$ cat src/rtl/adder_pkg.sv
// Shared constants for the serial chunk adder: FSM encoding and default geometry.
package adder_pkg;

    localparam int unsigned DEFAULT_WIDTH = 16;
    localparam int unsigned DEFAULT_CHUNK = 4;

    typedef enum logic [0:0] {
        ST_IDLE = 1'b0,
        ST_RUN  = 1'b1
    } state_e;

endpackage

$ cat src/rtl/chunk_adder.sv
// Combinational CHUNK-bit ripple-carry adder used once per cycle by the serial adder.
module chunk_adder
    import adder_pkg::*;
#(
    parameter int unsigned CHUNK = DEFAULT_CHUNK
) (
    input  logic [CHUNK-1:0] a,
    input  logic [CHUNK-1:0] b,
    input  logic             carry_in,
    output logic [CHUNK-1:0] sum,
    output logic             carry_out
);

    logic c;

    always_comb begin
        sum = '0;
        c   = carry_in;
        for (int i = 0; i < CHUNK; i++) begin
            sum[i] = a[i] ^ b[i] ^ c;
            c      = (a[i] & b[i]) | (c & (a[i] ^ b[i]));
        end
        carry_out = c;
    end

endmodule

$ cat src/rtl/serial_chunk_adder.sv
// Multi-cycle adder summing CHUNK bits per cycle; result registers update only on completion.
// Define OVERFLOW_FLAG_EN to register two's-complement overflow; otherwise overflow is tied to 0.
module serial_chunk_adder
    import adder_pkg::*;
#(
    parameter int unsigned WIDTH = DEFAULT_WIDTH,
    parameter int unsigned CHUNK = DEFAULT_CHUNK
) (
    input  logic             clk,
    input  logic             rst,
    input  logic             start,
    input  logic [WIDTH-1:0] a,
    input  logic [WIDTH-1:0] b,
    input  logic             carry_in,
    output logic             busy,
    output logic             done,
    output logic [WIDTH-1:0] sum,
    output logic             carry_out,
    output logic             overflow
);

    localparam int unsigned NCHUNK = WIDTH / CHUNK;
    localparam int unsigned IDXW   = (NCHUNK > 1) ? $clog2(NCHUNK) : 1;
    localparam logic [IDXW-1:0] LAST_IDX = IDXW'(NCHUNK - 1);

    state_e            state_q, state_d;
    logic [IDXW-1:0]   idx_q, idx_d;
    logic [WIDTH-1:0]  a_q, a_d, b_q, b_d;
    logic              carry_q, carry_d;
    logic [WIDTH-1:0]  work_q, work_d;
    logic [WIDTH-1:0]  sum_q, sum_d;
    logic              cout_q, cout_d;
    logic              done_q, done_d;
    logic [CHUNK-1:0]  chunk_sum;
    logic              chunk_cout;
`ifdef OVERFLOW_FLAG_EN
    logic              ovf_q, ovf_d;
`endif

    chunk_adder #(
        .CHUNK(CHUNK)
    ) u_chunk_adder (
        .a        (a_q[idx_q*CHUNK +: CHUNK]),
        .b        (b_q[idx_q*CHUNK +: CHUNK]),
        .carry_in (carry_q),
        .sum      (chunk_sum),
        .carry_out(chunk_cout)
    );

    always_comb begin
        state_d = state_q;
        idx_d   = idx_q;
        a_d     = a_q;
        b_d     = b_q;
        carry_d = carry_q;
        work_d  = work_q;
        sum_d   = sum_q;
        cout_d  = cout_q;
        done_d  = 1'b0;
`ifdef OVERFLOW_FLAG_EN
        ovf_d   = ovf_q;
`endif
        unique case (state_q)
            ST_IDLE: begin
                if (start) begin
                    a_d     = a;
                    b_d     = b;
                    carry_d = carry_in;
                    idx_d   = '0;
                    state_d = ST_RUN;
                end
            end
            ST_RUN: begin
                work_d[idx_q*CHUNK +: CHUNK] = chunk_sum;
                carry_d = chunk_cout;
                idx_d   = idx_q + IDXW'(1);
                if (idx_q == LAST_IDX) begin
                    // work_d already holds the final chunk, so the result is complete here.
                    state_d = ST_IDLE;
                    idx_d   = '0;
                    sum_d   = work_d;
                    cout_d  = chunk_cout;
                    done_d  = 1'b1;
`ifdef OVERFLOW_FLAG_EN
                    ovf_d   = (a_q[WIDTH-1] == b_q[WIDTH-1]) && (work_d[WIDTH-1] != a_q[WIDTH-1]);
`endif
                end
            end
            default: state_d = ST_IDLE;
        endcase
    end

    always_ff @(posedge clk) begin
        if (rst) begin
            state_q <= ST_IDLE;
            idx_q   <= '0;
            a_q     <= '0;
            b_q     <= '0;
            carry_q <= 1'b0;
            work_q  <= '0;
            sum_q   <= '0;
            cout_q  <= 1'b0;
            done_q  <= 1'b0;
`ifdef OVERFLOW_FLAG_EN
            ovf_q   <= 1'b0;
`endif
        end else begin
            state_q <= state_d;
            idx_q   <= idx_d;
            a_q     <= a_d;
            b_q     <= b_d;
            carry_q <= carry_d;
            work_q  <= work_d;
            sum_q   <= sum_d;
            cout_q  <= cout_d;
            done_q  <= done_d;
`ifdef OVERFLOW_FLAG_EN
            ovf_q   <= ovf_d;
`endif
        end
    end

    assign busy      = (state_q == ST_RUN);
    assign done      = done_q;
    assign sum       = sum_q;
    assign carry_out = cout_q;
`ifdef OVERFLOW_FLAG_EN
    assign overflow  = ovf_q;
`else
    assign overflow  = 1'b0;
`endif

endmodule

$ cat config.mk
export PLATFORM = sky130hd
export DESIGN_NAME = serial_chunk_adder
export DESIGN_NICKNAME = d
export VERILOG_FILES = /design/src/rtl/adder_pkg.sv /design/src/rtl/chunk_adder.sv /design/src/rtl/serial_chunk_adder.sv
export SDC_FILE = /design/constraint.sdc
export NUM_CORES = 1
export LEC_CHECK = 0
export BUFFER_PORTS_ARGS = -buffer_cell sky130_fd_sc_hd__buf_4
export CORE_ASPECT_RATIO = 1.5
export CORE_UTILIZATION = 53
export DETAILED_ROUTE_END_ITERATION = 10
export PLACE_DENSITY = 0.77
export SETUP_SLACK_MARGIN = 0.2
export SLEW_MARGIN = 20
export SYNTH_ARGS = -nofsm -noshare
export SYNTH_HDL_FRONTEND = slang
export SYNTH_SLANG_ARGS = --single-unit
$ cat constraint.sdc
create_clock -name clk -period 3.4 [get_ports clk]
set_input_delay 0.17 -clock clk [delete_from_list [all_inputs] [get_ports clk]]
set_output_delay 0.17 -clock clk [all_outputs]
set_load 0.005 [all_outputs]
Yosys cells after proc, flatten, opt, wreduce, memory -nomap -nowiden:

Index checks and enable logic that the tools add are counted.

* bitwise gates (word level): 21
* reductions and logical operators: 3
* shift operators: 4
* multiplexer cells: 10
* equality and inequality tests: 2
* add/sub/neg operators: 2

Operators by type and width (number)
* negator 4 -> 34 bit: 1
* variable shift 4 x 34 -> 16 bit, first input constant: 1
* indexed part select 4 x 34 -> 16 bit: 1
* indexed part select 16 x 5 -> 4 bit: 2
* bitwise mux 16 bit: 1
* AND 1 bit: 8
* bitwise XOR 1 bit: 8
* two-way mux 1 bit: 4
* two-way mux 2 bit: 2
* bitwise OR 1 bit: 4
* case mux 1 bit (2 select lines): 2
* case mux 2 bit (2 select lines): 1
* AND reduction 2 bit: 2
* adder 2 x 1 -> 2 bit, second input constant: 1
* == test 2 bit, second input constant: 1
* != test 2 bit, second input constant: 1
* OR reduction 2 bit: 1
* NOT 1 bit: 1

* register bits: 70
* input bits: 36
* output and inout bits: 20
* word-level logic and storage cells: 51

Longest topological paths before layout:

* depth after elaboration: 11
* mapped depth: 13
* depth with buffers taken out: 11

By module:

From an unflattened synthesis, not the netlist that was laid out.

* cells, all modules: 340
* area, all modules: 3090.5 µm²

Modules (own cells, without submodules)
* serial_chunk_adder: cells each 326, area an instance 2972.9 µm², times used 1, seq. area each 1401.3 µm²
* chunk_adder: cells each 14, area an instance 117.6 µm², times used 1, seq. area each 0.0 µm²

Worst setup path after synthesis:

OpenSTA, ideal clock, no wires.

* kind: reg2reg
* start point: reg idx_q[0]
* end point: reg work_q[3]
* clock period less this slack: 2.930 ns
* setup time: 0.128 ns
* required time: 3.272 ns
* path buffers: 2
* data arrival time: 2.802 ns
* path slack: 0.470 ns
* cell stages (with the launch flop): 14
* cells stage by stage: dfxtp_1 -> buf_6 -> mux4_2 -> inv_1 -> fa_1 -> inv_1 -> fa_1 -> inv_1 -> fa_1 -> inv_1 -> fa_1 -> clkbuf_2 -> a32oi_1 -> nor2_1

* longest elaborated chain between the ends: 11
* elaborated cells on any way between the ends: 23
* classes of those cells: add/sub: 1; shift: 4; mux: 1; bitwise: 17

RTL lines
* start, declared: line serial_chunk_adder.sv:27 `logic [IDXW-1:0] idx_q, idx_d;`
* start signal, assigned: line serial_chunk_adder.sv:109 `idx_q <= idx_d;`
* indexed part select 16 x 5 -> 4 bit, on equally long branches: line serial_chunk_adder.sv:43, serial_chunk_adder.sv:44
* bitwise XOR 1 bit: line chunk_adder.sv:20, chunk_adder.sv:21
* AND 1 bit: line chunk_adder.sv:21 `c = (a[i] & b[i]) | (c & (a[i] ^ b[i]));`
* bitwise OR 1 bit: line chunk_adder.sv:21
* AND 1 bit: line chunk_adder.sv:21
* bitwise OR 1 bit: line chunk_adder.sv:21
* AND 1 bit: line chunk_adder.sv:21
* bitwise OR 1 bit: line chunk_adder.sv:21
* bitwise XOR 1 bit: line chunk_adder.sv:20 `sum[i] = a[i] ^ b[i] ^ c;`
* indexed part select 4 x 34 -> 16 bit: line serial_chunk_adder.sv:74 `work_d[idx_q*CHUNK +: CHUNK] = chunk_sum;`
* bitwise mux 16 bit (*): line serial_chunk_adder.sv:74
* end signal, assigned: line serial_chunk_adder.sv:113 `work_q <= work_d;`
* end, declared: line serial_chunk_adder.sv:30 `logic [WIDTH-1:0] work_q, work_d;`

Mark *: on every way between the ends. The rest lies on a longest branch, timed or not.
A chain may end at the register's enable or synchronous reset.

Worst setup path in the final report:

Ends and elaborated chain as after synthesis.

==> impl_metrics.csv <==
group,metric,value,unit
status,outcome,"finished clean",
layout,layout.cells.most_common,"sky130_fd_sc_hd__nand2_1",
logic_synthesis,ys_seq_elements,70,
power_and_ir_drop,power_dens_cells,445,mW/mm²
sta,fin_ws,461,ps
sta,final-setup-viol-count,0,
sta,min_period_over_period,0.864,
floorplanning,chipWidth,64.0,µm
grt,grt_pass1_wl,10400,µm
route,wl_per_cell,14.0,µm
route,dr.pass1.iters,4,
clock_tree,worst_setup_hold_path_clk_slew,70,ps
sta,tightest_slew,588,ps
power_and_ir_drop,static-leakage-power,1.52,nW
floorplanning,start_util,0.556,
logic_synthesis,ys_top_cells_by_area,"sky130_fd_sc_hd__dfxtp_1 46%, sky130_fd_sc_hd__nand2_1 12%, sky130_fd_sc_hd__mux4_2 5.9%, sky130_fd_sc_hd__a21oi_1 5.6%, sky130_fd_sc_hd__a32oi_1 4.6%",
floorplanning,die_height,94.9,µm
sta,hold_viol_final,0,
sta,highest_attainable_clock_frequency,340,MHz
place,dpl-instance-area,0.00342,mm²
worst_setup_path,max_stage_delay,580,ps
layout,fin_nets,423,
route,wl,6310,µm
route,drt.antenna.violating_nets,0,
layout,finish.utilization,0.652,
route,drc,0,
worst_setup_path,cp_slowest_cell,"sky130_fd_sc_hd__fa_1",
run,max_cap_viol_count,0,
logic_synthesis,synth.yosys.seq_area_share,0.459,
route,detailedRoute.firstIterationViolations,149,
place,gp_routability_congestion,0.832,
layout,post_route_cells_drive_above_1_share,0.224,
worst_setup_path,cp_max_fo,8,
grt,grt_util_overall,0.232,
grt,gr-total-overflow,0,
sta,grt_setup_unrepaired,"no",
worst_setup_path,path_buf_inv,4,
logic_synthesis,post_synth_inst_count,334,
clock_tree,cts_max_path_buffers,2,
layout,area_delta_synth_final,17.3,%
clock_tree,cts-root-buf,"sky130_fd_sc_hd__clkbuf_8",
layout,layout_common_cells,"98 x sky130_fd_sc_hd__nand2_1, 70 x sky130_fd_sc_hd__dfxtp_1, 60 x sky130_fd_sc_hd__buf_4",
logic_synthesis,synth_area_per_cell,9.14,µm²
place,port-buffer-count,54,
route,route.detailed.vias_per_inst,5.33,
sta,tmin_final,2940,ps
logic_synthesis,synthesis.nets,380,
floorplanning,num_io_pins,56,
sta,timing.final.max_slew_violations,0,
clock_tree,cts_made_buffers,9,
worst_setup_path,worstSetupEndpointType,"flip-flop",
logic_synthesis,yosys.cell_types.count,32,
logic_synthesis,synth_top_cell_by_area,"sky130_fd_sc_hd__dfxtp_1",
clock_tree,tritoncts,"yes",
power_and_ir_drop,power,1.59,mW
sta,timing.clock.skew,6.35,ps
grt,grt_antenna_before_repair,0,
clock_tree,htree_num_levels,3,
clock_tree,cts_hold_repair.buffers,0,
floorplanning,die_area,0.00607,mm²
floorplanning,core_area,0.00549,mm²
clock_tree,insertion_delay,340,ps
power_and_ir_drop,worst_ir_drop_vdd,350,µV
route,via_count,2399,
worst_setup_path,path_delay_family,"adder cells",
worst_setup_path,timing.critical_path.from_type,"flip-flop",
place,placement.setup.worst_slack,431,ps
worst_setup_path,path_cells,"mux4_2 -> inv_1 -> fa_1 -> inv_1 -> fa_1 -> inv_1 -> fa_1 -> inv_1 -> fa_1 -> a32oi_1 -> nor2_1",
logic_synthesis,syn-cell-area,0.00305,mm²
clock_tree,clkSinkCount,70,
layout,post_layout_nonfiller_instances,450,
clock_tree,post_cts_buffers,0,
place,dpl.cell_count,436,
place,place_hpwl,4500,µm
sta,setup_total_negative_slack,0,ps
grt,grt_start_max_net_pins,60,
floorplanning,core.rowCount,33,
clock_tree,cts.repair.resized,0,
layout,antenna_cells_inserted,0,
worst_setup_path,arrival,3150,ps
worst_setup_path,critPathKind,"reg -> reg",
worst_setup_path,crit_required,3610,ps
sta,relSlewSlack,0.608,
min_path,min_path_type,"in -> reg",
sta,holdWs,67.0,ps
logic_synthesis,synth_top_cell_area_share,0.459,
grt,grt_pass1_vias,2218,
layout,layout.cell_area.non_filler,0.00358,mm²
logic_synthesis,synth_warnings,0,
## worst register-to-register path, stage by stage (launching register included)
cell,delay (ps)
sky130_fd_sc_hd__dfxtp_1,420
sky130_fd_sc_hd__mux4_2,530
sky130_fd_sc_hd__inv_1,90
sky130_fd_sc_hd__fa_1,170
sky130_fd_sc_hd__inv_1,50
sky130_fd_sc_hd__fa_1,360
sky130_fd_sc_hd__inv_1,80
sky130_fd_sc_hd__fa_1,150
sky130_fd_sc_hd__inv_1,50
sky130_fd_sc_hd__fa_1,580
sky130_fd_sc_hd__a32oi_1,260
sky130_fd_sc_hd__nor2_1,60
## per-layer routing
| layer | part of all wire | wire [µm] | track usage | vias to the layer above |
|---|---|---|---|---|
| li1 | - | - | - | 1228 |
| met1 | 0.40 | 2510 | 0.252 | 1099 |
| met2 | 0.54 | 3390 | 0.414 | 60 |
| met3 | 0.039 | 244 | 0.0471 | 12 |
| met4 | 0.026 | 165 | 0.134 | 0 |
| met5 | 0 | 0 | 0 | - |
## final timing paths
check,cells after the start,from,slack [ps],end
max,11,idx_q[0],460,work_q[3]
min,3,b[10],70,b_q[10]
max reg2reg,11,idx_q[0],460,work_q[3]
min reg2reg,2,sum[15],440,sum[15]
## power by group
group | switching (mW) | total (mW) | internal, mW
clock network | 0.277 | 0.551 | 0.274
registers | 0.0162 | 0.863 | 0.847
logic | 0.0986 | 0.180 | 0.0816
## kinds of logic after synthesis
group           count (synthesis)  share of synthesized area
compound gates                 69                      0.153
fa+ha+maj                      10                     0.0508
buf+inv                        39                     0.0685
flops                          70                      0.459
mux                            10                     0.0660
other cells                     1                    0.00123
simple gates                  135                      0.202
## Yosys cell counts (all sizes together)
cell	count
inv	11
o21a	1
conb	1
nor2	20
ha	6
fa	4
a32oi	16
dfxtp	70
nand2b	1
a21oi	35
mux2	1
and2b	1
nor3b	2
and4bb	8
and3b	1
mux2i	1
a22oi	15
nor2b	2
and4b	1
a222oi	1
a22o	1
nand2	98
nor4bb	1
buf	21
clkbuf	7
mux4	8
## area by class of cell
cell class	count	area (µm²)
Timing Repair Buffer	60	450
Clock inverter	2	10.0
Clock buffer	12	145
Sequential cell	70	1400
Inverter	11	41.3
Tap cell	70	87.6
Multi-Input combinational cell	225	1440
Fill cell	482	1910
## sequential cells by signal, indices dropped and copies added, names as in the netlist
name	cells
idx_q	2
b_q	16
done	1
carry_out	1
a_q	16
busy	1
work_q	16
carry_q	1
sum	16
Power figures use the tool's default switching activity.
